<file path="config.mk">
export PLATFORM = sky130hd
export DESIGN_NAME = multicycle_ctrl_flat
export DESIGN_NICKNAME = d
export VERILOG_FILES = /design/src/rtl/multicycle_ctrl_if.sv /design/src/rtl/multicycle_ctrl.sv /design/src/flat_wrapper.sv
export SDC_FILE = /design/constraint.sdc
export NUM_CORES = 1
export LEC_CHECK = 0
export CELL_PAD_IN_SITES_DETAIL_PLACEMENT = 1
export CELL_PAD_IN_SITES_GLOBAL_PLACEMENT = 1
export CORE_MARGIN = 2
export CORE_UTILIZATION = 31
export DETAILED_ROUTE_END_ITERATION = 6
export HOLD_SLACK_MARGIN = 0.06
export MAX_ROUTING_LAYER = met4
export PLACE_DENSITY = 0.76
export REMOVE_ABC_BUFFERS = 1
export SLEW_MARGIN = 20
export SYNTH_ARGS = -nofsm -noshare
export SYNTH_HDL_FRONTEND = slang
export SYNTH_SLANG_ARGS = --single-unit
</file>
<file path="constraint.sdc">
create_clock -name clk -period 2.7 [get_ports clk]
set_input_delay 0.81 -clock clk [delete_from_list [all_inputs] [get_ports clk]]
set_output_delay 0.81 -clock clk [all_outputs]
set_load 0.01 [all_outputs]
</file>
<file path="src/rtl/multicycle_ctrl_if.sv">
// Control/status bundle between the multicycle controller and the shared MIPS-32 datapath.
interface multicycle_ctrl_if;
  logic [5:0] opcode;
  logic       zero;
  logic       mem_ready;
  logic       pc_we;
  logic       ir_we;
  logic       i_or_d;
  logic       mem_rd;
  logic       mem_wr;
  logic       reg_we;
  logic       reg_dst;
  logic       mem_to_reg;
  logic       alu_src_a;
  logic [1:0] alu_src_b;
  logic [2:0] alu_op;
  logic       ofs;
  logic [1:0] pc_src;
  logic       instr_done;
  logic       illegal;
  logic       bus_err;
  logic [3:0] state;

  modport master (
    input  opcode, zero, mem_ready,
    output pc_we, ir_we, i_or_d, mem_rd, mem_wr, reg_we, reg_dst, mem_to_reg,
           alu_src_a, alu_src_b, alu_op, ofs, pc_src, instr_done, illegal,
           bus_err, state
  );

  modport slave (
    output opcode, zero, mem_ready,
    input  pc_we, ir_we, i_or_d, mem_rd, mem_wr, reg_we, reg_dst, mem_to_reg,
           alu_src_a, alu_src_b, alu_op, ofs, pc_src, instr_done, illegal,
           bus_err, state
  );
endinterface

</file>
<file path="src/rtl/multicycle_ctrl.sv">
// Moore FSM sequencing a shared MIPS-32 datapath (one ALU, one memory port, one register file),
// with a memory-ready handshake, wait timeout into HALT, and illegal-opcode reporting.
module multicycle_ctrl #(
  parameter int unsigned MEM_WAIT_MAX = 15,
  parameter int unsigned CNT_W        = 4
) (
  input  logic              clk,
  input  logic              rst_n,
  multicycle_ctrl_if.master bus
);

  typedef enum logic [3:0] {
    IDLE   = 4'd0,
    FETCH  = 4'd1,
    DECODE = 4'd2,
    MEMADR = 4'd3,
    MEMRD  = 4'd4,
    MEMWB  = 4'd5,
    MEMWR  = 4'd6,
    EXEC_R = 4'd7,
    EXEC_I = 4'd8,
    ALUWB  = 4'd9,
    BRANCH = 4'd10,
    JUMP   = 4'd11,
    HALT   = 4'd12
  } state_e;

  localparam logic [5:0] OP_RTYPE = 6'd0;
  localparam logic [5:0] OP_J     = 6'd2;
  localparam logic [5:0] OP_BEQ   = 6'd4;
  localparam logic [5:0] OP_BNE   = 6'd5;
  localparam logic [5:0] OP_ADDI  = 6'd8;
  localparam logic [5:0] OP_ADDIU = 6'd9;
  localparam logic [5:0] OP_ANDI  = 6'd12;
  localparam logic [5:0] OP_ORI   = 6'd13;
  localparam logic [5:0] OP_XORI  = 6'd14;
  localparam logic [5:0] OP_SPEC2 = 6'd28;
  localparam logic [5:0] OP_LW    = 6'd35;
  localparam logic [5:0] OP_SW    = 6'd43;

  state_e           state_q, state_d;
  logic [5:0]       op_q, op_d;
  logic [CNT_W-1:0] cnt_q, cnt_d;
  logic             bus_err_q, bus_err_d;
  logic             waiting_c;
  logic             timeout_c;

  always_ff @(posedge clk or negedge rst_n) begin
    if (!rst_n) begin
      state_q   <= IDLE;
      op_q      <= 6'd0;
      cnt_q     <= '0;
      bus_err_q <= 1'b0;
    end else begin
      state_q   <= state_d;
      op_q      <= op_d;
      cnt_q     <= cnt_d;
      bus_err_q <= bus_err_d;
    end
  end

  // Memory-wait accounting: a stall in any memory state counts toward the timeout.
  always_comb begin
    waiting_c = ((state_q == FETCH) || (state_q == MEMRD) || (state_q == MEMWR)) && !bus.mem_ready;
    timeout_c = waiting_c && (cnt_q == CNT_W'(MEM_WAIT_MAX));
  end

  always_comb begin
    state_d        = state_q;
    op_d           = op_q;
    bus_err_d      = bus_err_q;
    bus.pc_we      = 1'b0;
    bus.ir_we      = 1'b0;
    bus.i_or_d     = 1'b0;
    bus.mem_rd     = 1'b0;
    bus.mem_wr     = 1'b0;
    bus.reg_we     = 1'b0;
    bus.reg_dst    = 1'b0;
    bus.mem_to_reg = 1'b0;
    bus.alu_src_a  = 1'b0;
    bus.alu_src_b  = 2'b00;
    bus.alu_op     = 3'b000;
    bus.ofs        = 1'b0;
    bus.pc_src     = 2'b00;
    bus.instr_done = 1'b0;
    bus.illegal    = 1'b0;

    case (state_q)
      IDLE: state_d = FETCH;
      FETCH: begin
        bus.mem_rd    = 1'b1;
        bus.alu_src_b = 2'b01;
        if (bus.mem_ready) begin
          bus.ir_we = 1'b1;
          bus.pc_we = 1'b1;
          state_d   = DECODE;
        end
      end
      DECODE: begin
        bus.alu_src_b = 2'b11;
        op_d          = bus.opcode;
        case (bus.opcode)
          OP_LW, OP_SW:                                  state_d = MEMADR;
          OP_RTYPE, OP_SPEC2:                            state_d = EXEC_R;
          OP_ADDI, OP_ADDIU, OP_ANDI, OP_ORI, OP_XORI:   state_d = EXEC_I;
          OP_BEQ, OP_BNE:                                state_d = BRANCH;
          OP_J:                                          state_d = JUMP;
          default: begin
            bus.illegal    = 1'b1;
            bus.instr_done = 1'b1;
            state_d        = FETCH;
          end
        endcase
      end
      MEMADR: begin
        bus.alu_src_a = 1'b1;
        bus.alu_src_b = 2'b10;
        state_d       = (op_q == OP_SW) ? MEMWR : MEMRD;
      end
      MEMRD: begin
        bus.mem_rd = 1'b1;
        bus.i_or_d = 1'b1;
        if (bus.mem_ready) state_d = MEMWB;
      end
      MEMWB: begin
        bus.reg_we     = 1'b1;
        bus.mem_to_reg = 1'b1;
        bus.instr_done = 1'b1;
        state_d        = FETCH;
      end
      MEMWR: begin
        bus.mem_wr = 1'b1;
        bus.i_or_d = 1'b1;
        if (bus.mem_ready) begin
          bus.instr_done = 1'b1;
          state_d        = FETCH;
        end
      end
      EXEC_R: begin
        bus.alu_src_a = 1'b1;
        bus.alu_op    = 3'b010;
        state_d       = ALUWB;
      end
      EXEC_I: begin
        bus.alu_src_a = 1'b1;
        bus.alu_src_b = 2'b10;
        bus.ofs       = (op_q == OP_ADDI);
        case (op_q)
          OP_ANDI: bus.alu_op = 3'b100;
          OP_ORI:  bus.alu_op = 3'b101;
          OP_XORI: bus.alu_op = 3'b110;
          default: bus.alu_op = 3'b000;
        endcase
        state_d = ALUWB;
      end
      ALUWB: begin
        bus.reg_we     = 1'b1;
        bus.reg_dst    = (op_q == OP_RTYPE) || (op_q == OP_SPEC2);
        bus.instr_done = 1'b1;
        state_d        = FETCH;
      end
      BRANCH: begin
        bus.alu_src_a  = 1'b1;
        bus.alu_op     = 3'b001;
        bus.pc_src     = 2'b01;
        bus.instr_done = 1'b1;
        bus.pc_we      = ((op_q == OP_BEQ) && bus.zero) || ((op_q == OP_BNE) && !bus.zero);
        state_d        = FETCH;
      end
      JUMP: begin
        bus.pc_src     = 2'b10;
        bus.pc_we      = 1'b1;
        bus.instr_done = 1'b1;
        state_d        = FETCH;
      end
      HALT:    state_d = HALT;
      default: state_d = IDLE;
    endcase

    // A ready in the last allowed cycle still completes normally.
    if (timeout_c) begin
      bus_err_d = 1'b1;
      state_d   = HALT;
    end

    if (state_d != state_q) cnt_d = '0;
    else if (waiting_c)     cnt_d = cnt_q + CNT_W'(1);
    else                    cnt_d = cnt_q;
  end

  assign bus.state   = state_q;
  assign bus.bus_err = bus_err_q;

endmodule

</file>
<file path="src/flat_wrapper.sv">
// flat-port wrapper written by rule: the top's interface ports become plain ports
module multicycle_ctrl_flat 
#(
  parameter int unsigned MEM_WAIT_MAX = 15,
  parameter int unsigned CNT_W        = 4
)
  (clk, rst_n, bus_opcode, bus_zero, bus_mem_ready, bus_pc_we, bus_ir_we, bus_i_or_d, bus_mem_rd, bus_mem_wr, bus_reg_we, bus_reg_dst, bus_mem_to_reg, bus_alu_src_a, bus_alu_src_b, bus_alu_op, bus_ofs, bus_pc_src, bus_instr_done, bus_illegal, bus_bus_err, bus_state);
  multicycle_ctrl_if bus_i ();
  input  logic clk;
  input  logic rst_n;
  input wire logic [$bits(bus_i.opcode)-1:0] bus_opcode;
  input wire logic [$bits(bus_i.zero)-1:0] bus_zero;
  input wire logic [$bits(bus_i.mem_ready)-1:0] bus_mem_ready;
  output wire logic [$bits(bus_i.pc_we)-1:0] bus_pc_we;
  output wire logic [$bits(bus_i.ir_we)-1:0] bus_ir_we;
  output wire logic [$bits(bus_i.i_or_d)-1:0] bus_i_or_d;
  output wire logic [$bits(bus_i.mem_rd)-1:0] bus_mem_rd;
  output wire logic [$bits(bus_i.mem_wr)-1:0] bus_mem_wr;
  output wire logic [$bits(bus_i.reg_we)-1:0] bus_reg_we;
  output wire logic [$bits(bus_i.reg_dst)-1:0] bus_reg_dst;
  output wire logic [$bits(bus_i.mem_to_reg)-1:0] bus_mem_to_reg;
  output wire logic [$bits(bus_i.alu_src_a)-1:0] bus_alu_src_a;
  output wire logic [$bits(bus_i.alu_src_b)-1:0] bus_alu_src_b;
  output wire logic [$bits(bus_i.alu_op)-1:0] bus_alu_op;
  output wire logic [$bits(bus_i.ofs)-1:0] bus_ofs;
  output wire logic [$bits(bus_i.pc_src)-1:0] bus_pc_src;
  output wire logic [$bits(bus_i.instr_done)-1:0] bus_instr_done;
  output wire logic [$bits(bus_i.illegal)-1:0] bus_illegal;
  output wire logic [$bits(bus_i.bus_err)-1:0] bus_bus_err;
  output wire logic [$bits(bus_i.state)-1:0] bus_state;
  assign bus_i.opcode = bus_opcode;
  assign bus_i.zero = bus_zero;
  assign bus_i.mem_ready = bus_mem_ready;
  assign bus_pc_we = bus_i.pc_we;
  assign bus_ir_we = bus_i.ir_we;
  assign bus_i_or_d = bus_i.i_or_d;
  assign bus_mem_rd = bus_i.mem_rd;
  assign bus_mem_wr = bus_i.mem_wr;
  assign bus_reg_we = bus_i.reg_we;
  assign bus_reg_dst = bus_i.reg_dst;
  assign bus_mem_to_reg = bus_i.mem_to_reg;
  assign bus_alu_src_a = bus_i.alu_src_a;
  assign bus_alu_src_b = bus_i.alu_src_b;
  assign bus_alu_op = bus_i.alu_op;
  assign bus_ofs = bus_i.ofs;
  assign bus_pc_src = bus_i.pc_src;
  assign bus_instr_done = bus_i.instr_done;
  assign bus_illegal = bus_i.illegal;
  assign bus_bus_err = bus_i.bus_err;
  assign bus_state = bus_i.state;
  multicycle_ctrl #(.MEM_WAIT_MAX(MEM_WAIT_MAX), .CNT_W(CNT_W)) u_core (.clk(clk), .rst_n(rst_n), .bus(bus_i));
endmodule
</file>
# Yosys cells after proc, flatten, opt, wreduce, memory -nomap -nowiden
# Cells that the tools add are included.
[classes]
n_addsub = 1
eq_ne = 33
muxes = 27
n_reduce_logical = 27
[ops]
columns = ["cell", "count"]
rows = [
  ["6-bit by 4-bit == test with 1-bit output, second input constant", 9],
  ["4-bit case mux with 8 select lines", 1],
  ["4-bit == test, second input constant", 6],
  ["6-bit by 3-bit == test with 1-bit output, second input constant", 4],
  ["4-bit two-way mux", 6],
  ["4-bit case mux with 5 select lines", 1],
  ["6-bit == test, second input constant", 3],
  ["3-bit case mux with 3 select lines", 2],
  ["4-bit by 3-bit == test with 1-bit output, second input constant", 4],
  ["2-bit OR reduction", 8],
  ["6-bit by 5-bit == test with 1-bit output, second input constant", 2],
  ["6-bit zero test", 2],
  ["1-bit two-way mux", 12],
  ["12-bit OR reduction", 1],
  ["5-bit OR reduction", 2],
  ["4-bit by 2-bit == test with 1-bit output, second input constant", 2],
  ["4-bit OR reduction", 2],
  ["6-bit by 2-bit == test with 1-bit output, second input constant", 1],
  ["1-bit case mux with 3 select lines", 2],
  ["2-bit case mux with 3 select lines", 1],
  ["4-bit by 1-bit adder with 4-bit output, second input constant", 1],
  ["4-bit by 1-bit == test with 1-bit output, second input constant", 1],
  ["1-bit logical AND", 4],
  ["4-bit zero test", 1],
  ["6 further kinds", 10],
]
[word_totals]
reg_bits = 15
out_inout_bits = 24
word_cells = 92

# Longest topological paths before layout
# Gate-level depths: netlist (run 1).
[logic_depth]
word_depth = 8
depth_mapped = 6

# Worst setup path after synthesis (run 1)
# No wires, ideal clock.
[synth_path]
kind = "input port to output port"
start = "input bus_opcode[2]"
end = "output bus_instr_done"
t_arrival_ps = 1992
required_time_ps = 1890
slack_ps = -102
path_stages = 6
n_path_buf = 1
path_cell_list = "buf_2 -> or3b_2 -> a21oi_1 -> o21a_1 -> nor4_1 -> nand2b_1"
[synth_via]
elab_chain_len = 4
word_cells_on_any_way = 15
[synth_rtl]
columns = ["item", "line_no", "text"]
rows = [
  ["start, declared", "flat_wrapper.sv:11", "input wire logic [$bits(bus_i.opcode)-1:0] bus_opcode;"],
  ["6-bit == test, or another cell as far along", "multicycle_ctrl.sv:102", "case (bus.opcode)"],
  ["12-bit OR reduction (no source line) *", "-", ""],
  ["1-bit two-way mux *", "multicycle_ctrl.sv:102", ""],
  ["1-bit case mux with 3 select lines *", "multicycle_ctrl.sv:88", "case (state_q)"],
  ["end, declared", "flat_wrapper.sv:27", "output wire logic [$bits(bus_i.instr_done)-1:0] bus_instr_done;"],
]
# Every way passes the cells marked *; elsewhere a longest branch is shown, timed or not.

# Final worst setup path (run 1)
[layout_path]
start = "input bus_opcode[3]"
end = "output bus_instr_done"
# Same word-level chain as after synthesis.

==> results of run 1 <==
## cells in the final DEF (no fill, tap or decap), types with 5 or more instances in the layout
cell type        Yosys  layout
buf_4                0      47
dfrtp_1             15      15
nor2_1              20      14
dlygate4sd2_1        0      10
a21oi_1             11       9
clkdlybuf4s50_1      0       9
o21ai_0              8       8
nand2b_1             7       7
nand2_1              8       7
buf_6                1       7
nor3_1               6       6
nor2_2               0       5
inv_1                6       5
mux2_2               5       5
buf_2                2       5
## power breakdown
group          total, uW  internal [uW]  switching [uW]
logic               1120            544             576
registers            387            299            88.0
clock network        182            105            77.8
## per-stage QoR
| step | instances | power (uW) | setup slack, ns | cell area, um2 | setup TNS, ns |
|---|---|---|---|---|---|
| 2_1_floorplan | 150 | 913.4 | -0.07620 | 1221 | -0.07620 |
| 3_3_place_gp | 274 | 1440 | -0.8767 | 1922 | -2.956 |
| 3_5_place_dp | 274 | 1492 | -0.9572 | 1922 | -3.672 |
| 4_1_cts | 285 | 1666 | -0.08490 | 2059 | -0.08652 |
| 5_1_grt | 287 | 1817 | -0.1341 | 2098 | -0.1760 |
| 6_report | 287 | 1689 | -0.08719 | 2098 | -0.08719 |
## cell type report
type	count	area, um2
clock buffer	4	45.04
tap	50	62.56
multi-input combinational	129	919.6
timing repair buffer	83	673.1
fill	489	1873
sequential	15	375.4
inverter	6	22.52
## critical path, delay by kind of cell
kind,cells,cell delay (ns)
AO/OA/AOI/OAI,2,0.35
buffers and inverters,2,0.23
AND/OR/NAND/NOR,3,0.58
## cells by family after synthesis
| group | after synthesis | synth area share [%] |
|---|---|---|
| xor+xnor | 4 | 2.778 |
| fa+ha+maj | 1 | 0.9919 |
| compound gates | 41 | 21.92 |
| mux | 7 | 6.051 |
| buf+inv | 14 | 4.960 |
| simple gates | 76 | 33.53 |
| flops | 15 | 29.76 |
## how the worst min path moves through the flow
stage,startpoint,cells after the start,end,slack [ns]
after global routing,u_core.bus.bus_err,1,u_core.bus.bus_err,0.49
after global placement,u_core.bus.bus_err,1,u_core.bus.bus_err,0.45
after CTS,u_core.bus.bus_err,1,u_core.bus.bus_err,0.48
after floorplan,rst_n,0,u_core.bus.bus_err,0.51
after detailed placement,u_core.bus.bus_err,1,u_core.bus.bus_err,0.46
final,u_core.bus.bus_err,1,u_core.bus.bus_err,0.48
## layer usage
metal / part of all wire [%] / track usage [%]
met5: 0 / -
met3: 3.0 / 1.667
met2: 52 / 39.22
met1: 44 / 27.55
met4: 1.7 / 8.000
## sequential cells by signal (all words and copies together) (netlist names)
name,flops
u_core.bus.bus_err,1
u_core.bus.state,4
u_core.cnt_q,4
u_core.op_q,6
## timing repair
item | in CTS | in global routing
hold buffers | 0 | 0
setup endpoints to repair | 20 | 9
buffers inserted | 7 | 2
pin swaps | 9 | 5
gates resized for setup | 67 | 21
==> impl_metrics.json, run 1 <==
{
  "synth_cells": 158,
  "hold_viol_final": 0,
  "cp-endpoint": "bus_instr_done",
  "synth_top_area_share_pct": 29.76,
  "grt_usage_pct": 22.60,
  "via_count": 1528,
  "cp_cell_sequence": "buf_6, or3b_4, a21oi_2, o21a_1, nor4_4, nand2b_1, buf_2",
  "cp-end-kind": "output pin",
  "synthMostInstantiatedCell": "nor2_1",
  "cp-start-kind": "input port",
  "vias_per_cell": 5.324,
  "timing.rr.end": "u_core.cnt_q[3]",
  "grt_overflow_total": 0,
  "synthDistinctLibCells": 46,
  "regToRegStartpoint": "u_core.bus.state[2]",
  "grt_pass1_vias": 1619,
  "grt_max_degree": 20,
  "crit_arrival_ns": 1.98,
  "powerDensity_mw_per_mm2": 804.9,
  "violations": "setup timing",
  "core_mm2": 0.003971,
  "areaGrowthSynthToFinish_pct": 66.37,
  "relSlewSlack_pct": 56.65,
  "finalMaxSlewViolations": 0,
  "die_width_um": 67.79,
  "layout_min_cycle_time_ns": 2.787,
  "grt_pass1_wl_mm": 7.659,
  "vdd_drop_max_mv": 0.3078,
  "cts_sinks": 15,
  "antenna_left": 0,
  "dr.first_iter.drc_count": 48,
  "drc_errors": 0,
  "port_buffers": 33,
  "drive_gt1_share_pct": 40.08,
  "dr.pass1.iters": 4,
  "yosysTopAreaCell": "dfrtp_1",
  "worst_path_max_delay_cell": "or3b_4",
  "fin_util_pct": 52.84,
  "synth_edf_count": 0,
  "antenna_found_initial": 0,
  "ys_seq_area_share_pct": 29.76,
  "slowest_delay_ns": 0.38,
  "synth_top_cells_by_area": "dfrtp_1 (30%), nor2_1 (6.0%), mux2_2 (4.5%)",
  "root_buffer": "clkbuf_8",
  "clk_latency_ns": 0.25,
  "fin_worst_skew_ns": 0.003714,
  "r2r_cells": 8,
  "io_pins": 34,
  "mappedNetlistArea_mm2": 0.001261,
  "layout.nets": 249,
  "htreeDepth": 1,
  "dp_hpwl_mm": 3.422,
  "cts_buffers": 3,
  "path_clk_slew_ns": 0.06,
  "fmax_mhz": 358.8,
  "required_ns": 1.89,
  "worst_pin_slew_ns": 0.6482,
  "ys_top_cells_by_count": "nor2_1 (20), dfrtp_1 (15), a21oi_1 (11)",
  "die_h_um": 67.79,
  "min-delay-path-class": "register to register",
  "timing.hold.ws_ns": 0.4760,
  "setup_ws_ns": -0.08719,
  "dieArea_mm2": 0.004595,
  "clock_path_buffers": 2,
  "rrSetupSlack_ns": 0.44,
  "syn_area_per_cell_um2": 7.982,
  "ys_ff_latch": 15,
  "status": "finished with violations",
  "synth_ff_type": "dfrtp_1",
  "startpoint": "bus_opcode[3]",
  "maxCapViolations": 0,
  "critical_path.max_fanout": 2,
  "wl_per_cell_um": 16.15,
  "gp_congestion": 0.8349,
  "cts_tree": "built",
  "yosysWarnings": 0,
  "n_antenna_cell": 0,
  "num_rows": 23,
  "async_reset_ff_share_pct": 100.0,
  "crit_type": "input port to output pin",
  "setup_viol": 1,
  "initial_core_util_pct": 31.76,
  "fin_crit_sh_pct": 103.2,
  "rsz0062_at_grt": "true",
  "p_leak_uw": 0.0009840,
  "routed_wl_mm": 4.636
}
Power figures use the tool's default switching activity.
==> run 2, diff against run 1 <==
--- a/config.mk
+++ b/config.mk
@@ -7,14 +7,14 @@
 export LEC_CHECK = 0
 export CELL_PAD_IN_SITES_DETAIL_PLACEMENT = 1
 export CELL_PAD_IN_SITES_GLOBAL_PLACEMENT = 1
-export CORE_MARGIN = 2
 export CORE_UTILIZATION = 31
 export DETAILED_ROUTE_END_ITERATION = 6
 export HOLD_SLACK_MARGIN = 0.06
 export MAX_ROUTING_LAYER = met4
 export PLACE_DENSITY = 0.76
 export REMOVE_ABC_BUFFERS = 1
-export SLEW_MARGIN = 20
+export SKIP_LAST_GASP = 1
+export SLEW_MARGIN = 40
 export SYNTH_ARGS = -nofsm -noshare
 export SYNTH_HDL_FRONTEND = slang
 export SYNTH_SLANG_ARGS = --single-unit
==> run 2 against run 1 <==
The run still ends with setup timing left. Highest routed layer unchanged. Final cell count is 2.1% lower. Critical endpoint unchanged. Register-to-register slack better by 0.07 ns. Power is 0.77% lower. Clock power hardly changed. Die area is 5.8% lower. Final area is 1.1% lower. Hold slack worse by 0.0013 ns. Combinational power hardly changed. Core utilization is 2.2 points higher.
==> impl_metrics.json, run 2 (same netlist as run 1, synthesis figures left out) <==
{
  "status": "finished with violations",
  "violations": "setup timing",
  "timing.hold.ws_ns": 0.4747,
  "path_clk_slew_ns": 0.06,
  "switching_power_uw": 729.9,
  "antenna_left": 0,
  "areaGrowthSynthToFinish_pct": 64.48,
  "root_buffer": "clkbuf_8",
  "cp-end-kind": "output pin",
  "worst_pin_slew_ns": 0.6668,
  "via_count": 1513,
  "fin_worst_skew_ns": 0.006755,
  "setup_viol": 1,
  "io_pins": 34,
  "vdd_drop_max_mv": 0.2850,
  "layout_common_cells": "buf_4 (43), nor2_1 (18), dfrtp_1 (15), clkdlybuf4s50_1 (10), a21oi_1 (9)",
  "holdPathStages": 1,
  "grt_max_degree": 20,
  "powerDensity_mw_per_mm2": 807.9,
  "num_rows": 22,
  "setup_ws_ns": -0.1207,
  "port_buffers": 33,
  "largest_register_ffs": 6,
  "dr.pass1.iters": 4,
  "required_ns": 1.89,
  "crit_arrival_ns": 2.01,
  "crit_type": "input port to output pin",
  "grt_overflow_total": 0,
  "dieArea_mm2": 0.004328,
  "dr.first_iter.drc_count": 100,
  "p_leak_uw": 0.001032,
  "p_seq_share_pct": 23.5,
  "swShare_pct": 43.55,
  "power_frac_comb_pct": 65.7,
  "dp_hpwl_mm": 3.549,
  "min-delay-path-class": "register to register",
  "drive_gt1_share_pct": 35.62,
  "drc_errors": 0,
  "rsz0062_at_grt": "true",
  "cts_tree": "built",
  "critical_path.max_fanout": 2,
  "htreeDepth": 1,
  "cp-start-kind": "input port",
  "layout_min_cycle_time_ns": 2.821,
  "die_width_um": 65.79,
  "fmax_mhz": 354.5,
  "cts_hold_buf": 0,
  "layout.nets": 245,
  "hold_viol_final": 0,
  "finalMaxSlewViolations": 0,
  "core_mm2": 0.003771,
  "routed_wl_mm": 4.781,
  "cts_sinks": 15,
  "registers.top_by_ff_count": "u_core.op_q",
  "final_common_cell": "buf_4",
  "fin_crit_sh_pct": 104.5,
  "n_antenna_cell": 0,
  "grt_usage_pct": 24.80,
  "clockPowerShare_pct": 10.7,
  "cts_buffers": 3,
  "grt_pass1_vias": 1586,
  "antenna_found_initial": 0,
  "p_int_uw": 946.1,
  "r2r_cells": 8,
  "grt_pass1_wl_mm": 7.831,
  "wl_per_cell_um": 17.01,
  "relSlewSlack_pct": 55.40,
  "die_h_um": 65.79,
  "clk_latency_ns": 0.25,
  "gp_congestion": 0.8759,
  "p_total_uw": 1676,
  "maxCapViolations": 0,
  "vias_per_cell": 5.384,
  "clock_path_buffers": 2,
  "initial_core_util_pct": 33.44
}
==> run 2: cell types whose count changed in the layout (fill, tap and decap cells not counted), sizes merged <==
cell | previous run | this run
dlygate4sd2 | 10 | 7
dlymetal6s2s | 1 | 7
buf | 59 | 52
clkdlybuf4s15 | 1 | 0
clkdlybuf4s50 | 9 | 10
==> run 2: layout make-up <==
class,instances,area [um2]
repair buffers,79,669.4
multi-input cells,129,902.1
well taps,48,60.06
inverters,6,22.52
fillers,452,1697
flip-flops and latches,15,375.4
clock buffers,4,45.04
==> run 2: path summary, 6_finish.rpt <==
kind | startpoint | end | slack [ns]
worst max-delay path | bus_opcode[2] | bus_instr_done | -0.12
worst min-delay path | u_core.bus.bus_err | u_core.bus.bus_err | 0.47
worst max register to register | u_core.bus.state[0] | u_core.cnt_q[3] | 0.51
worst min register to register | u_core.bus.bus_err | u_core.bus.bus_err | 0.47
max in group asynchronous | rst_n | u_core.op_q[1] | 1.30
min in group asynchronous | rst_n | u_core.cnt_q[2] | 0.97
==> run 2: routing by layer <==
metal / up-vias / part of all wire, % / track usage [%]
li1: 731 / - / -
met1: 738 / 43 / 27.95
met2: 35 / 53 / 46.30
met3: 9 / 2.4 / 1.897
met4: 0 / 1.5 / 7.065
met5: - / 0 / -
==> run 2: timing repair <==
action	in CTS	in global routing
setup endpoints to repair	10	12
pin swaps	6	6
endpoints found under the hold margin	0	0
resized for setup	44	28
buffers inserted	10	1
==> run 2: through the flow <==
step | std cells | TNS, ns | cell area (um2) | util [%] | setup slack, ns
CTS | 281 | -0.1541 | 2032 | 53.88 | -0.1403
floorplan | 150 | -0.07620 | 1221 | - | -0.07620
global route | 281 | -0.2154 | 2074 | 55.01 | -0.1575
detailed placement | 267 | -3.103 | 1882 | 49.90 | -0.9106
finish | 281 | -0.1207 | 2074 | 55.01 | -0.1207
global placement | 267 | -2.653 | 1882 | 49.90 | -0.8481
==> run 2: critical path, cell delays in order <==
cell      delay (ns)
buf_6           0.10
or3b_4          0.39
a21oi_4         0.16
o21a_1          0.19
nor4_2          0.07
nand2b_1        0.14
buf_2           0.14
==> run 2: power groups by stage <==
stage,combinational (uW),clock (uW),sequential (uW)
after CTS,1090,181,390
after global placement,1040,0,380
after floorplan,478,0,436
after detailed placement,1090,0,393
after global routing,1200,188,407
final,1100,180,395
